## src/rtl/freq_meter_gated.sv

```systemverilog
// Gated frequency / period meter for an asynchronous pulse train.
// Frequency mode counts edges per gate window; period mode counts clk cycles between edges.
module freq_meter_gated #(
    parameter int CNT_W       = 16,
    parameter int GATE_W      = 16,
    parameter int SYNC_STAGES = 2
) (
    input  logic              clk,
    input  logic              reset,
    input  logic              pulse,
    input  logic              enable,
    input  logic              mode,
    input  logic [GATE_W-1:0] gate_len,
    output logic [CNT_W-1:0]  N,
    output logic              valid,
    output logic              overflow,
    output logic              busy
);

    typedef enum logic [1:0] {IDLE, ARM, MEASURE} state_t;

    localparam logic [CNT_W-1:0]  CNT_MAX  = '1;
    localparam logic [CNT_W-1:0]  CNT_ONE  = CNT_W'(1);
    localparam logic [GATE_W-1:0] GATE_ONE = GATE_W'(1);

    state_t              state, state_n;
    logic [SYNC_STAGES-1:0] sync_q;
    logic                sync_prev, edge_det;
    logic [CNT_W-1:0]    cnt, cnt_n, cnt_inc, n_q, n_n;
    logic [GATE_W-1:0]   gate_cnt, gate_n, gate_load;
    logic                mode_q, mode_n;
    logic                ovf, ovf_n, ovf_inc;
    logic                ovf_q, ovf_out_n, valid_n;

    // Synchroniser chain followed by a single edge-detect flop.
    always_ff @(posedge clk or posedge reset) begin
        if (reset) begin
            sync_q    <= '0;
            sync_prev <= 1'b0;
        end else begin
            sync_q    <= {sync_q[SYNC_STAGES-2:0], pulse};
            sync_prev <= sync_q[SYNC_STAGES-1];
        end
    end

    assign edge_det  = sync_q[SYNC_STAGES-1] & ~sync_prev;
    assign cnt_inc   = (cnt == CNT_MAX) ? CNT_MAX : cnt + CNT_ONE;
    assign ovf_inc   = ovf | (cnt == CNT_MAX);
    assign gate_load = (gate_len == '0) ? GATE_ONE : gate_len;

    always_ff @(posedge clk or posedge reset) begin
        if (reset) begin
            state    <= IDLE;
            cnt      <= '0;
            gate_cnt <= '0;
            mode_q   <= 1'b0;
            ovf      <= 1'b0;
            n_q      <= '0;
            ovf_q    <= 1'b0;
            valid    <= 1'b0;
        end else begin
            state    <= state_n;
            cnt      <= cnt_n;
            gate_cnt <= gate_n;
            mode_q   <= mode_n;
            ovf      <= ovf_n;
            n_q      <= n_n;
            ovf_q    <= ovf_out_n;
            valid    <= valid_n;
        end
    end

    always_comb begin
        state_n   = state;
        cnt_n     = cnt;
        gate_n    = gate_cnt;
        mode_n    = mode_q;
        ovf_n     = ovf;
        n_n       = n_q;
        ovf_out_n = ovf_q;
        valid_n   = 1'b0;
        case (state)
            IDLE: begin
                if (enable) begin
                    mode_n = mode;
                    cnt_n  = '0;
                    ovf_n  = 1'b0;
                    if (!mode) begin
                        state_n = MEASURE;
                        gate_n  = gate_load;
                    end else begin
                        state_n = ARM;
                    end
                end
            end
            ARM: begin
                if (!enable) begin
                    state_n = IDLE;
                end else if (edge_det) begin
                    state_n = MEASURE;
                    cnt_n   = CNT_ONE;
                    ovf_n   = 1'b0;
                end
            end
            MEASURE: begin
                if (!enable) begin
                    state_n = IDLE;
                end else if (!mode_q) begin
                    if (edge_det) begin
                        cnt_n = cnt_inc;
                        ovf_n = ovf_inc;
                    end
                    gate_n = gate_cnt - GATE_ONE;
                    // Last gate cycle: publish (including this cycle's edge) and reopen with no gap.
                    if (gate_cnt == GATE_ONE) begin
                        n_n       = cnt_n;
                        ovf_out_n = ovf_n;
                        valid_n   = 1'b1;
                        cnt_n     = '0;
                        ovf_n     = 1'b0;
                        gate_n    = gate_load;
                    end
                end else begin
                    if (edge_det) begin
                        n_n       = cnt;
                        ovf_out_n = ovf;
                        valid_n   = 1'b1;
                        cnt_n     = CNT_ONE;
                        ovf_n     = 1'b0;
                    end else begin
                        cnt_n = cnt_inc;
                        ovf_n = ovf_inc;
                    end
                end
            end
            default: state_n = IDLE;
        endcase
    end

    assign N        = n_q;
    assign overflow = ovf_q;
    assign busy     = (state != IDLE);

endmodule

```

## config.mk

```make
export PLATFORM = sky130hd
export DESIGN_NAME = freq_meter_gated
export DESIGN_NICKNAME = d
export VERILOG_FILES = /design/src/rtl/freq_meter_gated.sv
export SDC_FILE = /design/constraint.sdc
export NUM_CORES = 1
export LEC_CHECK = 0
export BUFFER_PORTS_ARGS = -buffer_cell sky130_fd_sc_hd__buf_2
export CORE_MARGIN = 3
export CORE_UTILIZATION = 53
export DETAILED_ROUTE_END_ITERATION = 10
export PLACE_DENSITY = 0.76
export SLEW_MARGIN = 20
export SYNTH_ARGS = -nofsm -noshare
export SYNTH_HDL_FRONTEND = slang
export SYNTH_SLANG_ARGS = --single-unit
```

## constraint.sdc

```tcl
create_clock -name clk -period 1.9 [get_ports clk]
set_input_delay 0.285 -clock clk [delete_from_list [all_inputs] [get_ports clk]]
set_output_delay 0.285 -clock clk [all_outputs]
set_load 0.01 [all_outputs]
```

==> flow_summary.toml, run 1 <==
[die]
core_area_sq_um = 6390
die_w_um = 87.4
ios = 40
dieArea_sq_um = 7640
die_h_um = 87.4
num_rows = 29
start_util_pct = 55.0

[logic_synthesis]
synth_most_common_cell = "dfrtp_1"
synthCells = 413
synth_xor_area_share_pct = 0.249
synthMuxAreaShare_pct = 1.14
syn_area_per_cell_sq_um = 8.50
yosysTopAreaCell = "dfrtp_1"
ys_ff_latch = 57
synth_area_sq_um = 3510
synth_seq_area_share_pct = 40.6
async_flop_share_pct = 100
synth_area_leaders = "dfrtp_1 (41%), a21oi_1 (6.1%), nand2_1 (4.6%)"
synthAdderAreaFrac_pct = 2.14
synthSimpleGateAreaFrac_pct = 22.1
yosys_warnings = 0
netlist.area_leader.share_pct = 40.6
syn_nets = 440
synth_flop_cell = "dfrtp_1"
synth_edf_count = 0
synth_compound_area_share_pct = 27.5
synth_top_family_by_area = "compound AO/OA/AOI/OAI gates"
synthTopCellsByCount = "dfrtp_1 (57), a21oi_1 (43), nand2_1 (43), o21ai_0 (32), nor2_1 (27)"
synth.distinct_cells = 58

[sta]
fmax_ghz = 0.503
hold_violations = 0
maxSlewHeadroom_pct = 64.8
rsz0062_at_grt = "true"
tns_ns = -0.835
hold_ws_ns = 0.0447
finalCriticalPeriod_ns = 1.99
clock_skew_ns = 0.00492
maxSlewViolCount = 0
fin_crit_sh_pct = 105
layout_setup_ws_ns = -0.0881
worstMarginPinSlew_ns = 0.523
setup_viol = 23

[finish]
final_cells = 605
area_delta_synth_final_pct = 43.4
antennaDiodeCount = 0
fin_area_sq_um = 5040
num-fill-cells = 419
drive_above_1_share_pct = 39.2
nNetsFinal = 550
fin_util_pct = 78.9

[global_routing]
grt_first_pass_wirelength_um = 16600
track_usage_pct = 27.9
globalRouteOverflowTotal = 0
grt_max_degree = 38
antenna_found_initial = 0
first_global_vias = 3519

[power]
vdd_drop_max_mv = 1.02
p_switching_mw = 2.24
p_clk_share_pct = 21.4
leakagePower_nw = 2.23
p_seq_share_pct = 30.0
p_total_mw = 5.65
comb_power_share_pct = 48.5
power.density_nw_per_um2 = 1120
p_sw_share_pct = 39.6
p_int_mw = 3.41

[placement]
dpl.hpwl_um = 7270
io_buffers = 39
place_inst = 573
dpl_worst_slack_ns = -0.128
gp_congestion = 0.960
dpl_cell_area_sq_um = 4260

[detailed_routing]
ant_nets = 0
first_iter_violations = 448
route.detailed.drc = 0
drt-total-wl_um = 12100
post_drt_wl_per_cell_um = 20.0
vias_per_cell = 6.56
vias = 3966
drt-pass1-iter-count = 6

[clocking]
cts-root-buf = "clkbuf_8"
clk_latency_ns = 0.34
clockBufferDepth = 2
cts_made_buffers = 9
clk_pin_slew_worst_paths_ns = 0.06
cts_tree = "done"
htreeDepth = 3
cts_num_sinks = 57

[critical_path]
end_kind = "flip-flop"
worstSetupStartpointType = "flip-flop"
worstSetupPathType = "reg -> reg"
cp.arrival_ns = 2.21
worst_ep_required_time_ns = 2.12
crit_path_max_fanout = 9

[status]
violations = "negative setup slack"
status = "finished with violations"

[flow_run]
maxCapViolCount = 0

[hold_path]
min-delay-path-class = "in -> reg"
## layout by cell type, fill, tap and decap left out, types with 4 or more instances in the layout
cell type,count
inv_1,14
nand3_1,16
nand2_1,32
a21o_1,6
buf_4,72
nor3_1,7
a21oi_2,6
buf_2,39
o21ai_1,10
buf_6,7
dfrtp_1,56
a21oi_1,35
o21ai_0,22
o22ai_1,7
and2_4,4
and3_1,7
nand4_1,9
nand2_4,5
a211oi_1,4
nand2_2,5
clkbuf_8,12
a31oi_1,8
and4_1,8
nor4_1,10
nor2_1,25
## area by class of cell
cell class	count	area (sq um)	area share (%)
clock buffers	14	173	3.43
clock inverters	2	35.0	0.696
inverters	17	76.3	1.52
multi-input cells	312	2260	44.8
flip-flops and latches	57	1430	28.3
well taps	77	96.3	1.91
repair buffers	126	970	19.3
## kinds of logic (layout without fill, tap and decap cells)
family,Yosys count,after routing
adders and majority gates,6,6
muxes,4,4
and+or+nand+nor,148,151
xor gates and xnor gates,1,1
AOI/OAI and AO/OA,149,150
DFF,57,57
buffers and inverters,48,159
## state kept, by name, summed over array words and instances (netlist names)
signal and count:
N 16, cnt 16, gate_cnt 16, mode_q 1, overflow 1, ovf 1
state 2, sync_prev 1, sync_q 2, valid 1
## power groups by stage
stage	clock (mW)	sequential, mW	combinational (mW)
after global placement	0	1.67	2.24
after global routing	1.26	1.72	2.94
after floorplan	0	1.71	1.23
after CTS	1.21	1.67	2.36
after detailed placement	0	1.68	2.29
final	1.21	1.70	2.74
## final timing paths
path                            from      endpoint  cells past startpoint  slack (ns)
max in group asynchronous      reset  gate_cnt[13]                      4        0.82
hold / removal                 pulse     sync_q[0]                      1        0.04
setup reg to reg            state[0]   gate_cnt[9]                      8       -0.09
setup / recovery            state[0]   gate_cnt[9]                      8       -0.09
hold reg to reg            sync_q[0]     sync_q[1]                      0        0.35
min in group asynchronous      reset          N[2]                      3        0.50
## worst max-delay path, cell delays in order (launching register included)
cell      delay [ns]
dfrtp_1         0.38
inv_1           0.11
ha_2            0.24
buf_6           0.18
nand2_1         0.12
o2111a_2        0.21
buf_4           0.18
and3_1          0.17
a221o_1         0.27
## repair_timing
action | CTS | global route
endpoints found under the setup margin | 27 | 49
resized for setup | 17 | 82
setup buffers | 4 | 5
hold endpoints to repair | 20 | 0
pin swaps | 4 | 28
hold buffers | 1 | 0
cloned | 0 | 8
## layer usage
metal	vias to the layer above	global-route usage, %	routed length (um)
met5	-	0	0
met4	0	11.7	343
met3	42	5.87	888
met2	221	47.3	6180
met1	1902	34.1	4660
li1	1801	-	-
Note: power is estimated with default switching activity, not from simulation.
==> run 2: changes to the inputs <==
Settings changed: CORE_UTILIZATION 53 to 30, PLACE_DENSITY 0.76 to not set.
Clock period 1.9 ns to 2.29 ns, I/O delays scaled along.
==> run 2 against run 1 <==
Net effect:
- the flow now finishes without violations
- via count is 12% lower
- global-route usage is 12 points lower
- sequential power is 16% lower
- largest cell class unchanged
==> flow_summary.toml, run 2 (same netlist as run 1, synthesis figures left out) <==
[clocking]
clk_latency_ns = 0.33
cts_tree = "done"
clk_pin_slew_worst_paths_ns = 0.05
cts_num_sinks = 57
cts-root-buf = "clkbuf_16"
cts_made_buffers = 9
ctsHoldBuffers = 0
htreeDepth = 3
clockBufferDepth = 2

[power]
leakagePower_nw = 1.86
vdd_drop_max_mv = 0.536
power.density_nw_per_um2 = 1010

[flow_run]
maxCapViolCount = 0

[sta]
worstMarginPinSlew_ns = 0.658
hold_violations = 0
layout_setup_ws_ns = 0.147
maxSlewViolCount = 0
setup_viol = 0
finalCriticalPeriod_ns = 2.14
fin_crit_sh_pct = 93.6
clock_skew_ns = 0.00876
fmax_ghz = 0.467
maxSlewHeadroom_pct = 56.1

[finish]
nNetsFinal = 490
seq_area_sq_um = 1430
drive_above_1_share_pct = 20.3
mostFrequentLayoutCells = "dfrtp_1 (57), nand2_1 (43), a21oi_1 (42)"
multi_input_area_sq_um = 1890
area_delta_synth_final_pct = 22.1
antennaDiodeCount = 0
final_common_cell = "dfrtp_1"
fin_area_sq_um = 4290
num-fill-cells = 1149

[global_routing]
grt_first_pass_wirelength_um = 16300
antenna_found_initial = 0
track_usage_pct = 15.5
first_global_vias = 3276
grt_max_degree = 36
globalRouteOverflowTotal = 0

[placement]
dpl_cell_area_sq_um = 3960
dpl_worst_slack_ns = 0.0839
gp_congestion = 0.882
io_buffers = 39
dpl.hpwl_um = 7030

[critical_path]
critical_path.max_stage_delay_ns = 0.44
crit_path_max_fanout = 8
crit_slowest_cell = "dfrtp_1"
worst_ep_required_time_ns = 2.51
worstSetupPathType = "reg -> reg"
cp.arrival_ns = 2.37
worstSetupStartpointType = "flip-flop"
worstPathCellList = "ha_1, and3_1, and4_1, nor2_1, a311oi_1, a21o_1"
end_kind = "flip-flop"

[detailed_routing]
drt-pass1-iter-count = 4
route.detailed.drc = 0
top_layer_used = "met4"
vias_per_cell = 5.74
first_iter_violations = 223
drt-total-wl_um = 9730
ant_nets = 0
vias = 3487
met3WireLength_um = 640
post_drt_wl_per_cell_um = 16.0
met2_length_um = 4390
drt-met1-wl_um = 4550

[hold_path]
min-delay-path-class = "in -> async"

[die]
dieArea_sq_um = 13000
die_h_um = 114
num_rows = 38
die_w_um = 114
start_util_pct = 31.6
core_area_sq_um = 11100
ios = 40

[status]
status = "complete, no violations"
==> run 2: worst paths after layout <==
kind	startpoint	endpoint	slack [ns]	cells past startpoint
max	cnt[1]	N[6]	0.15	6
max reg2reg	cnt[1]	N[6]	0.15	6
min reg2reg	sync_q[0]	sync_q[1]	0.35	0
min in group clk	pulse	sync_q[0]	0.12	1
max in group asynchronous	reset	N[13]	1.64	3
min	reset	gate_cnt[13]	0.07	2
==> run 2: layer usage <==
| metal | track usage (%) | vias up |
|---|---|---|
| met5 | 0 | - |
| met4 | 5.70 | 0 |
| met3 | 3.81 | 13 |
| met2 | 23.8 | 129 |
| met1 | 21.2 | 1677 |
| li1 | - | 1668 |
==> run 2: worst max-delay path, delay by kind of cell (launching register included) <==
kind	cells	cell delay, ns
flops	1	0.44
fa+ha+maj	1	0.28
compound gates	2	0.36
simple gates	3	0.96
==> run 2: timing repair <==
action	4_1_cts	5_1_grt
resized for setup	0	4
setup buffers	0	0
endpoints found under the setup margin	0	26
==> run 2: cell type report <==
type                    count  area share [%]
inverters                  17            1.49
flip-flops and latches     57            33.3
clock inverters             2           0.875
well taps                 140            4.09
multi-input cells         309            44.1
clock buffers              13            6.07
repair buffers             69            10.1
==> run 2: report_power, final <==
group,internal [mW],leakage (nW),switching [mW],total (mW)
sequential,1.21,0.748,0.219,1.43
clock,0.894,0.142,0.452,1.35
combinational,0.648,0.970,0.925,1.57
total,2.76,1.86,1.60,4.35
==> run 2: stage by stage <==
| stage | total power, mW | instances | setup TNS (ns) | utilization, % | hold slack [ns] |
|---|---|---|---|---|---|
| 2_1_floorplan | 2.44 | 413 | 0 | - | 0.331 |
| 3_3_place_gp | 2.95 | 591 | 0 | 35.6 | 0.340 |
| 3_5_place_dp | 2.97 | 591 | 0 | 35.6 | 0.340 |
| 4_1_cts | 4.34 | 606 | 0 | 38.3 | 0.0824 |
| 5_1_grt | 4.63 | 607 | -0.0283 | 38.5 | 0.116 |
| 6_report | 4.35 | 607 | 0 | 38.5 | 0.0667 |
